$ cat src/rtl/interrupt_controller_pkg.sv
// Shared definitions for the five-source, two-level interrupt controller:
// source indices, IE bit positions, default vectors and FSM encoding.
package interrupt_controller_pkg;

    localparam int NUM_SRC = 5;

    localparam int SRC_IE0 = 0;
    localparam int SRC_TF0 = 1;
    localparam int SRC_IE1 = 2;
    localparam int SRC_TF1 = 3;
    localparam int SRC_SER = 4;

    localparam int IE_EA = 7;

    localparam logic [15:0] VEC_BASE_DEF   = 16'h0003;
    localparam logic [15:0] VEC_STRIDE_DEF = 16'h0008;

    typedef enum logic {
        S_IDLE = 1'b0,
        S_REQ  = 1'b1
    } state_e;

    typedef logic [2:0] src_idx_t;

    // Lowest set index wins, matching the fixed polling order.
    function automatic src_idx_t first_set(input logic [NUM_SRC-1:0] v);
        first_set = '0;
        for (int i = NUM_SRC - 1; i >= 0; i--) begin
            if (v[i]) begin
                first_set = src_idx_t'(i);
            end
        end
    endfunction

endpackage

$ cat src/rtl/interrupt_controller_int_edge_detect.sv
// INTx front end: two-flop synchroniser on the active-low pin, then either a
// falling-edge latched flag or a level-following flag depending on edge_mode.
module interrupt_controller_int_edge_detect (
    input  logic clock,
    input  logic reset_n,
    input  logic pin_n,
    input  logic edge_mode,
    input  logic clr,
    output logic flag
);

    logic [1:0] sync_q, sync_d;
    logic       prev_q, prev_d;
    logic       flag_q, flag_d;

    always_ff @(posedge clock or negedge reset_n) begin
        if (!reset_n) begin
            sync_q <= 2'b11;
            prev_q <= 1'b1;
            flag_q <= 1'b0;
        end else begin
            sync_q <= sync_d;
            prev_q <= prev_d;
            flag_q <= flag_d;
        end
    end

    // A new falling edge wins over a clear arriving in the same cycle.
    always_comb begin
        sync_d = {sync_q[0], pin_n};
        prev_d = sync_q[1];
        if (edge_mode) begin
            flag_d = (prev_q & ~sync_q[1]) | (flag_q & ~clr);
        end else begin
            flag_d = ~sync_q[1];
        end
    end

    assign flag = flag_q;

endmodule

$ cat src/rtl/interrupt_controller.sv
// 8051-style interrupt controller: latches requests, arbitrates by IP level then
// polling order, presents a held vector to the control unit and tracks nesting.
module interrupt_controller
    import interrupt_controller_pkg::*;
#(
    parameter int unsigned       ADDR_W     = 16,
    parameter logic [ADDR_W-1:0] VEC_BASE   = ADDR_W'(VEC_BASE_DEF),
    parameter logic [ADDR_W-1:0] VEC_STRIDE = ADDR_W'(VEC_STRIDE_DEF)
) (
    input  logic              clock,
    input  logic              reset_n,
    input  logic [1:0]        ext_int_n,
    input  logic [1:0]        it_mode,
    input  logic [1:0]        tf_set,
    input  logic              serial_irq,
    input  logic [7:0]        ie_reg,
    input  logic [4:0]        ip_reg,
    input  logic              instr_boundary,
    input  logic              reti_exec,
    input  logic              irq_ack,
    output logic              irq_req,
    output logic [ADDR_W-1:0] vector_addr,
    output logic [4:0]        flags,
    output logic [1:0]        in_service
);

    logic [1:0]         ext_flag, ext_clr, tf_clr, tf_d, tf_q;
    logic [NUM_SRC-1:0] src_flags, enabled, hi_cand, lo_cand;
    state_e             state_q, state_d;
    src_idx_t           grant_idx_q, grant_idx_d, arb_idx;
    logic               grant_level_q, grant_level_d, arb_level, any_elig;
    logic               grant_fire, ack_fire, skip_q, skip_d;
    logic [1:0]         in_service_q, in_service_d;
    logic [ADDR_W-1:0]  vector_q, vector_d;
    logic               unused_ie_bits;

    assign unused_ie_bits = ^ie_reg[6:5];

    generate
        for (genvar gi = 0; gi < 2; gi++) begin : g_src
            localparam int EXT_SRC = (gi == 0) ? SRC_IE0 : SRC_IE1;
            localparam int TF_SRC  = (gi == 0) ? SRC_TF0 : SRC_TF1;

            assign ext_clr[gi] = ack_fire && (grant_idx_q == src_idx_t'(EXT_SRC));
            assign tf_clr[gi]  = ack_fire && (grant_idx_q == src_idx_t'(TF_SRC));
            assign tf_d[gi]    = tf_set[gi] | (tf_q[gi] & ~tf_clr[gi]);

            assign src_flags[EXT_SRC] = ext_flag[gi];
            assign src_flags[TF_SRC]  = tf_q[gi];

            interrupt_controller_int_edge_detect u_ext (
                .clock     (clock),
                .reset_n   (reset_n),
                .pin_n     (ext_int_n[gi]),
                .edge_mode (it_mode[gi]),
                .clr       (ext_clr[gi]),
                .flag      (ext_flag[gi])
            );
        end
    endgenerate

    assign src_flags[SRC_SER] = serial_irq;

    // A level may only preempt a strictly lower in-service level.
    assign enabled = src_flags & ie_reg[NUM_SRC-1:0] & {NUM_SRC{ie_reg[IE_EA]}};
    assign hi_cand = enabled & ip_reg;
    assign lo_cand = enabled & ~ip_reg;

    always_comb begin
        any_elig  = 1'b0;
        arb_idx   = '0;
        arb_level = 1'b0;
        if (!in_service_q[1] && (|hi_cand)) begin
            any_elig  = 1'b1;
            arb_idx   = first_set(hi_cand);
            arb_level = 1'b1;
        end else if (!(|in_service_q) && (|lo_cand)) begin
            any_elig  = 1'b1;
            arb_idx   = first_set(lo_cand);
        end
    end

    assign grant_fire = (state_q == S_IDLE) && instr_boundary && !skip_q && any_elig;
    assign ack_fire   = (state_q == S_REQ) && irq_ack;

    always_ff @(posedge clock or negedge reset_n) begin
        if (!reset_n) begin
            state_q <= S_IDLE;
        end else begin
            state_q <= state_d;
        end
    end

    always_comb begin
        state_d = state_q;
        case (state_q)
            S_IDLE:  if (grant_fire) state_d = S_REQ;
            S_REQ:   if (irq_ack)    state_d = S_IDLE;
            default: state_d = S_IDLE;
        endcase
    end

    always_comb begin
        irq_req = (state_q == S_REQ);
    end

    always_ff @(posedge clock or negedge reset_n) begin
        if (!reset_n) begin
            tf_q          <= 2'b00;
            grant_idx_q   <= '0;
            grant_level_q <= 1'b0;
            skip_q        <= 1'b0;
            in_service_q  <= 2'b00;
            vector_q      <= '0;
        end else begin
            tf_q          <= tf_d;
            grant_idx_q   <= grant_idx_d;
            grant_level_q <= grant_level_d;
            skip_q        <= skip_d;
            in_service_q  <= in_service_d;
            vector_q      <= vector_d;
        end
    end

    // RETI release is applied before the ack sets the newly granted level.
    always_comb begin
        grant_idx_d   = grant_fire ? arb_idx : grant_idx_q;
        grant_level_d = grant_fire ? arb_level : grant_level_q;
        vector_d      = grant_fire ? (VEC_BASE + VEC_STRIDE * ADDR_W'(arb_idx)) : vector_q;
        skip_d        = reti_exec ? 1'b1 : (instr_boundary ? 1'b0 : skip_q);
        in_service_d  = in_service_q;
        if (reti_exec) begin
            if (in_service_q[1]) begin
                in_service_d[1] = 1'b0;
            end else begin
                in_service_d[0] = 1'b0;
            end
        end
        if (ack_fire) begin
            in_service_d[grant_level_q] = 1'b1;
        end
    end

    assign vector_addr = vector_q;
    assign flags       = src_flags;
    assign in_service  = in_service_q;

endmodule

$ cat config.mk
export PLATFORM = sky130hd
export DESIGN_NAME = interrupt_controller
export DESIGN_NICKNAME = d
export VERILOG_FILES = /design/src/rtl/interrupt_controller_pkg.sv /design/src/rtl/interrupt_controller_int_edge_detect.sv /design/src/rtl/interrupt_controller.sv
export SDC_FILE = /design/constraint.sdc
export NUM_CORES = 1
export LEC_CHECK = 0
export CAP_MARGIN = 10
export CORE_ASPECT_RATIO = 1.5
export CORE_MARGIN = 2
export CORE_UTILIZATION = 41
export CTS_CLUSTER_SIZE = 40
export DETAILED_ROUTE_END_ITERATION = 10
export PLACE_DENSITY = 0.79
export SLEW_MARGIN = 5
export SYNTH_ARGS = -nofsm -noshare
export SYNTH_HDL_FRONTEND = slang
export SYNTH_SLANG_ARGS = --single-unit
$ cat constraint.sdc
create_clock -name clock -period 1.74 [get_ports clock]
set_clock_uncertainty 0.1 [all_clocks]
set_input_delay 0.174 -clock clock [delete_from_list [all_inputs] [get_ports clock]]
set_output_delay 0.174 -clock clock [all_outputs]
set_load 0.01 [all_outputs]
# == Yosys cells after proc, flatten, opt, wreduce, memory -nomap -nowiden ==
# Index checks and enable logic that the tools add are counted.
# op_classes
order_cmp,2
addsub,1
n_eq_ne,3
mux,27
n_reduce_logical,19
bitwise_logic,23
# ops
operator,n
3-bit two-way mux,12
5-bit AND,4
1-bit logical AND,11
1-bit two-way mux,11
5-bit OR reduction,2
"2-bit by 6-bit adder with 7-bit output, first input constant",1
1-bit inverter,7
1-bit AND,6
"3-bit by 2-bit == test with 1-bit output, second input constant",2
5-bit inverter,1
2-bit two-way mux,2
1-bit bitwise OR,4
"3-bit by 1-bit == test with 1-bit output, second input constant",1
1-bit zero test,3
3-bit zero test,1
"1-bit by 2-bit < comparator with 1-bit output, second input constant",1
2-bit bitwise OR,1
1-bit case mux with 2 select lines,1
2-bit nonzero test,1
2-bit OR reduction,1
1-bit demux with 1-bit select,1
"1-bit greater-or-equal comparator, second input constant",1
# word_totals
inputBits,25
ff_bits,34

# == Logic depth before layout (Yosys ltp) ==
# Gate-level depths: netlist (run 1).
# depth
word_depth,11
mapped_depth,6

# == By module ==
# A second synthesis (run 1) with hierarchy kept.
# hier_totals
hier_cells,98
area_unflattened_um2,1014.7
# modules_own_cells
module,area_each_um2,n_inst,seq_area_each_um2,cells_per_inst
interrupt_controller,769.5,1,275.3,84
interrupt_controller_int_edge_detect,122.6,2,103.8,7

# == Worst setup path after synthesis (run 1) ==
# No wires, ideal clock.
# synth_timing
path_kind,register -> register
from,register tf_q[1]
to,register grant_idx_q[1]
setup_ns,0.126
setup_slack_ns,0.209
arrival_time_ns,1.305
path_stages_with_launch,6
n_path_buf,0
cell_sequence,dfrtp_1 nand4_2 a41oi_2 nor2_2 o31a_1 o32a_1
# synth_between
elab_chain_cells,9
elab_cells_between_ends,21
classes_between,mux: 12; bitwise: 4; reduce/logical: 5
# synth_lines
item,line,source
start: declaration,interrupt_controller.sv:27,"logic [1:0] ext_flag, ext_clr, tf_clr, tf_d, tf_q;"
start signal: assignment,interrupt_controller.sv:116,tf_q <= tf_d;
5-bit AND * (2 in series),interrupt_controller.sv:65,assign enabled = src_flags & ie_reg[NUM_SRC-1:0] & {NUM_SRC{ie_reg[IE_EA]}};
5-bit AND,interrupt_controller.sv:67,assign lo_cand = enabled & ~ip_reg;
3-bit two-way mux (4 in series),interrupt_controller_pkg.sv:29,if (v[i]) begin
3-bit two-way mux,interrupt_controller.sv:77,end else if (!(|in_service_q) && (|lo_cand)) begin
3-bit two-way mux,interrupt_controller.sv:73,if (!in_service_q[1] && (|hi_cand)) begin
end signal: assignment,interrupt_controller.sv:117,grant_idx_q <= grant_idx_d;
end: declaration,interrupt_controller.sv:30,"src_idx_t grant_idx_q, grant_idx_d, arb_idx;"
# Every way passes the cells marked *; elsewhere a longest branch is shown, timed or not.
# A chain may end at the register's enable or synchronous reset.

# == Final worst setup path (run 1) ==
# layout_timing
from,input ie_reg[7]
to,register grant_idx_q[1]
# layout_between
elab_chain_cells,8
elab_cells_between_ends,20
classes_between,mux: 12; bitwise: 3; reduce/logical: 5
# layout_lines
item,line,source
start: declaration,interrupt_controller.sv:16,"input logic [7:0] ie_reg,"
5-bit AND *,interrupt_controller.sv:65,
5-bit AND,interrupt_controller.sv:67,
3-bit two-way mux (4 in series),interrupt_controller_pkg.sv:29,
3-bit two-way mux,interrupt_controller.sv:77,
3-bit two-way mux,interrupt_controller.sv:73,
# Marks and branches as above.

==> impl_results.md, run 1 <==
- Status: complete, no violations
- Vias in the first global route: about 940
- Most frequent cells in the layout: clkdlybuf4s50_1, conb_1, dfrtp_1, o21ai_0, buf_4
- Fillers: 223
- Total power divided by cell area: between 700 and 800 nW/um2
- Max-slew violation count: 0
- Via Count: approximately 900
- Yosys warning total: 0
- Final Hold Vio Count: 0
- Crit path buf inv count: 2
- CTS tree: yes
- Post-synthesis sequential area ratio: 45.0%
- # DRC: 0
- GRT Total Usage: between 15 and 20%
- Cell area after synthesis: between 1000 and 1500 um2
- Initial detailed-routing violation count: 11
- Setup crit end kind: flop
- Share of layout cells above drive strength 1: between 20% and 30%
- Max stage delay on crit path: 510 ps
- Gr ovfl total: 0
- H-Tree Depth: 1
- Setup tns final: 0 ps
- WL per Instance: 14.2 um
- Setup violations, final: 0
- Clk pin slew, worst setup/hold paths: approximately 100 ps
- Worst slack, placed: -288 ps
- CTS sink count: 19
- N_diodes: 0
- Netlist cell types: 39
- Final GP Congestion: between 0.8 and 0.9
- Largest net degree at the start of global routing: 20
- Synth Area per Inst: between 10 and 15 um2
- R2R Path Start: g_src[1].u_ext.flag$_DFF_PN0_
- Worst skew pair latency: about 290 ps
- Slowest cell on crit path: clkdlybuf4s50_1
- Port bufs: 35
- Post-DRT Antenna Nets: 0
- Crit path DAT: 1790 ps
- Final worst-path cycle share: 98.4%
- Post-CTS Setup Repair Bufs: 0
- Design Area, Final: about 1500 um2
- Ys flop type: dfrtp_1
- DRT Pass-1 Iters: 6
- Max-cap violations: 0
- Post-Place Cells: 162
- Startpoint types: input pin
- Post-synth EDFFs: 0
- Placed inst area: ~1400 um2
- CP Cell Sequence: clkdlybuf4s50_1 > buf_12 > nand4_2 > a41oi_4 > nor2_2 > o31a_1 > o32a_1
- Synth Area in XOR/XNOR: 0%
- Global-route wire length before repair: roughly 3800 um
- Antenna violations before repair: 0
- Post-route insts no fill: around 170
- Initial core utilization: a little over two fifths
- Largest family of logic cells by synthesized area: simple AND/OR/NAND/NOR gates
- Post-layout min period: between 1500 and 2000 ps
- Chip Width: around 46 um
- Post-DP HPWL: around 1900 um
- Maximum VDD drop: between 0.0006 and 0.0007 V
- Levels on crit path: 7
- Root Buffer: clkbuf_4
- Pleak: 0.000598 uW
- DRT Wirelength: approximately 2400 um
- Core Rows: 22
- Die Height: 66.6 um
- Post-Synthesis Cells: 100
- Post-synthesis simple-gate area fraction: a little under a quarter
- Fmax: 0.584 GHz
- Critical path type: input pin to flop
- Worst R2R Path Depth: 5
- Ys async rst share: 100%
- RSZ-0062 raised after global routing: yes
- Adder-cell share of the synthesized area: 0%
- Most common cell after layout, fill and taps aside: clkdlybuf4s50_1
- Crit path required time: approximately 1800 ps
- Crit path max fanout: 11
- IO Pins: 49
- Worst setup startpoint: ie_reg[7]
- Core area: 2480 um2
- Crit-path leading delay family: compound AO/OA/AOI/OAI gates
- Post-synthesis mux area share: 0%
- Die ar.: slightly above 3000 um2
- Layout area overhead: 39.0%
- Final setup margin: around 28 ps
- Fin Hold WS: just over 100 ps
- Synth Area in Compound Gates: approximately a fifth
- Yosys reg bits: 19
- HP Class: input pin to async pin
- # nets final: between 150 and 200
- Vias per std cell: between 5 and 6
- Total CTS buffers: 3
- Maximum root-to-sink buffer count: 2
==> through the flow <==
stage | utilization [%] | total power (uW)
global route | 60.2 | 1250
global placement | 58.4 | 951
CTS | 59.5 | 1180
detailed placement | 58.4 | 966
finish | 60.2 | 1170
floorplan | - | 766
==> final timing paths <==
kind / end / slack (ps)
max: grant_idx_q[1]$_DFFE_PN0P_ / 30
min: g_src[0].u_ext.flag$_DFF_PN0_ / 100
max reg2reg: grant_idx_q[1]$_DFFE_PN0P_ / 100
min reg2reg: g_src[1].u_ext.sync_q[1]$_DFF_PN1_ / 260
max in group asynchronous: g_src[0].u_ext.prev_q$_DFF_PN1_ / 1180
min in group clock: g_src[0].u_ext.sync_q[0]$_DFF_PN1_ / 180
==> cell families after synthesis <==
kind of cell,count (synthesis)
simple gates,34
compound gates,26
buf+inv,20
flops,19
other cells,1
==> where the power goes <==
group / switching [uW] / total, uW / leakage (uW) / internal, uW
registers: 83.4 / 594 / 0.000207 / 511
clock network: 123 / 209 / 0.0000177 / 85.4
logic: 153 / 371 / 0.000373 / 218
==> final cells by class <==
cell class              count  area, um2  area share, %
multi-input cells          71        502           33.7
clock buffers               3       22.5           1.51
clock inverters             1       5.00          0.336
inverters                   4       15.0           1.01
repair buffers             44        430           28.9
well taps                  24       30.0           2.02
flip-flops and latches     19        485           32.6
==> metal layers <==
metal  track usage (%)  vias to the layer above  routed length [um]
li1                  -                      430                   -
met1              19.9                      427                 954
met2              27.8                       48                1180
met3              1.36                        9                 139
met4              12.1                        0                  88
met5                 0                        -                   0
==> flip-flops by register name, summed over array words and instances, names as in the netlist <==
signal / flops
g_src.u_ext.sync_q: 4
grant_idx_q: 3
g_src.u_ext.flag: 2
g_src.u_ext.prev_q: 2
in_service: 2
tf_q: 2
grant_level_q: 1
irq_req: 1
skip_q: 1
vector_addr: 1
==> cells in the mapped netlist (2+ instances only) <==
library cell,n,area share [%]
nand2_1,7,2.5
nand4_2,4,4.7
a21o_1,2,1.4
nor2b_1,2,1.2
inv_1,4,1.4
o21ai_0,9,4.2
a21oi_1,2,0.93
buf_4,15,11
nand3_1,2,0.93
nor2_1,4,1.4
dfstp_2,6,15
dfrtp_1,13,30
nand4b_1,4,3.3
==> timing repair <==
action / CTS / global route
hold buffers: 0 / 0
resized for setup: 0 / 4
setup endpoints to repair: 0 / 4
Note: power is estimated with default switching activity, not from simulation.
==> run 2, diff against run 1 <==
--- a/config.mk
+++ b/config.mk
@@ -6,7 +6,7 @@
 export NUM_CORES = 1
 export LEC_CHECK = 0
 export CAP_MARGIN = 10
-export CORE_ASPECT_RATIO = 1.5
+export CORE_ASPECT_RATIO = 0.8
 export CORE_MARGIN = 2
 export CORE_UTILIZATION = 41
 export CTS_CLUSTER_SIZE = 40
@@ -16,3 +16,4 @@
 export SYNTH_ARGS = -nofsm -noshare
 export SYNTH_HDL_FRONTEND = slang
 export SYNTH_SLANG_ARGS = --single-unit
+export TNS_END_PERCENT = 100
==> impl_results.md, run 2 (synthesis gave the netlist of run 1 again) <==
- Status: complete, no violations
- P_int: approximately 800 uW
- Maximum VDD drop: 0.000635 V
- H-Tree Depth: 1
- Die ar.: 3040 um2
- Worst skew pair latency: between 200 and 300 ps
- Post-layout min period: around 1700 ps
- Placed inst area: 1470 um2
- Pleak: 0.000620 uW
- Max-cap violations: 0
- Critical path type: flop to flop
- Crit path required time: between 1500 and 2000 ps
- CP Cell Sequence: nand4_4 > a41oi_4 > buf_4 > o41a_1 > o22a_1
- Combinational Power Share: between 30% and 40%
- Area of the multi-input gates: ~520 um2
- Storage cell area: 485 um2
- DRT Pass-1 Iters: 4
- Crit path buf inv count: 1
- Vias in the first global route: a little under 900
- Clock share of power: 18.3%
- Design Area, Final: approximately 1500 um2
- Slowest cell on crit path: dfrtp_1
- Layout area overhead: 44.3%
- Final worst-path cycle share: between 90% and 100%
- Clk pin slew, worst setup/hold paths: 100 ps
- Reg power frac: roughly half
- Gr ovfl total: 0
- Most common cell after layout, fill and taps aside: clkdlybuf4s50_1
- Most frequent cells in the layout: clkdlybuf4s50_1, conb_1, dfrtp_1, buf_4, o21ai_0
- # DRC: 0
- Antenna violations before repair: 0
- Share of layout cells above drive strength 1: between 20% and 30%
- Psw: 369 uW
- Crit path max fanout: 4
- Final Hold Vio Count: 0
- Max stage delay on crit path: 460 ps
- Maximum root-to-sink buffer count: 2
- Worst R2R Path Depth: 5
- Root Buffer: clkbuf_4
- Levels on crit path: 5
- Core area: approximately 2500 um2
- Register bank with the most flops: g_src.u_ext.sync_q
- Total CTS buffers: 3
- Total power divided by cell area: between 700 and 800 nW/um2
- Fmax: approximately 0.6 GHz
- Largest registers: g_src.u_ext.sync_q (4), grant_idx_q (3)
- Max-slew violation count: 0
- GRT Total Usage: around 17%
- Global-route wire length before repair: between 3000 and 4000 um
- Crit path DAT: 1770 ps
- Largest net degree at the start of global routing: 20
- Via Count: slightly above 900
- N_diodes: 0
- CTS sink count: 19
- WL per Instance: about 13 um
- Largest register FFs: 4
- Post-CTS Hold Buffers: 0
- Setup violations, final: 0
- Setup crit end kind: flop
- Final GP Congestion: 0.832
- Port bufs: 35
- Chip Width: 61.2 um
- Post-DP HPWL: about 1800 um
- Die Height: approximately 50 um
- Vias per std cell: roughly 5.0
- Switching Fraction: between 30% and 40%
- HP Class: input pin to async pin
- DRT Wirelength: ~2400 um
- CTS tree: yes
- Initial core utilization: 43.5%
- Fillers: 220
- IO Pins: ~50
- Post-DRT Antenna Nets: 0
- # nets final: about 170
- Crit-path leading delay family: compound AO/OA/AOI/OAI gates
- RSZ-0062 raised after global routing: no
- Core Rows: 16
- Startpoint types: flop
- Fin Hold WS: approximately 100 ps
- Initial detailed-routing violation count: 26
[run 2: changes by cell type in the layout (fill, tap and decap cells not counted)]
| cell | before | now |
|---|---|---|
| clkdlybuf4s50_1 | 35 | 34 |
| nand4_4 | 0 | 2 |
| dlymetal6s2s_1 | 0 | 1 |
| buf_4 | 8 | 11 |
| nand4_2 | 4 | 2 |
[run 2: worst register-to-register path, delay by kind of cell, from the launching register on]
family | cells | cell delay [ps]
AO/OA/AOI/OAI | 3 | 720
buffers and inverters | 1 | 160
flip-flops | 1 | 460
AND/OR/NAND/NOR | 1 | 140
[run 2: power by group through the flow]
stage | sequential (uW) | combinational (uW) | clock [uW]
global route | 597 | 425 | 250
CTS | 586 | 370 | 226
detailed placement | 592 | 368 | 0
floorplan | 594 | 172 | 0
global placement | 590 | 361 | 0
finish | 582 | 391 | 218
[run 2: routing by layer]
metal | vias to the layer above | global-route usage, % | share of wire, %
met4 | 0 | 6.52 | 0.98
met2 | 36 | 26.1 | 47
met5 | - | 0 | 0
met1 | 432 | 21.3 | 43
li1 | 436 | - | -
met3 | 4 | 4.99 | 8.9
[run 2: stage by stage]
step / utilization (%) / std cells / total power [uW] / TNS, ps / setup slack [ps]
2_1_floorplan: - / 110 / 766 / 0 / 209
3_3_place_gp: 59.7 / 175 / 951 / -847 / -239
3_5_place_dp: 59.7 / 175 / 960 / -1050 / -260
4_1_cts: 60.8 / 179 / 1180 / 0 / 24.5
5_1_grt: 62.9 / 181 / 1270 / 0 / 5.48
6_report: 62.9 / 181 / 1190 / 0 / 68.4
[run 2: area by class of cell]
type,count,share of cell area [%]
Multi-Input combinational cell,71,33.5
Sequential cell,19,31.4
Clock inverter,1,0.323
Clock buffer,3,1.46
Tap cell,36,2.91
Timing Repair Buffer,47,29.4
Inverter,4,0.970
[run 2: path summary, 6_finish.rpt]
path,slack (ps),to,startpoint
min in group clock,180,g_src[1].u_ext.sync_q[0]$_DFF_PN1_,ext_int_n[1]
min,100,grant_idx_q[2]$_DFFE_PN0P_,reset_n
min reg2reg,260,g_src[1].u_ext.sync_q[1]$_DFF_PN1_,g_src[1].u_ext.sync_q[0]$_DFF_PN1_
max in group asynchronous,1180,g_src[1].u_ext.prev_q$_DFF_PN1_,reset_n
max reg2reg,70,grant_idx_q[0]$_DFFE_PN0P_,g_src[0].u_ext.flag$_DFF_PN0_
max,70,grant_idx_q[0]$_DFFE_PN0P_,g_src[0].u_ext.flag$_DFF_PN0_
[run 2: what timing repair did]
| item | 4_1_cts | 5_1_grt |
|---|---|---|
| setup endpoints to repair | 1 | 4 |
| gates resized for setup | 1 | 6 |
| pin swaps | 0 | 1 |
| buffers inserted | 0 | 2 |
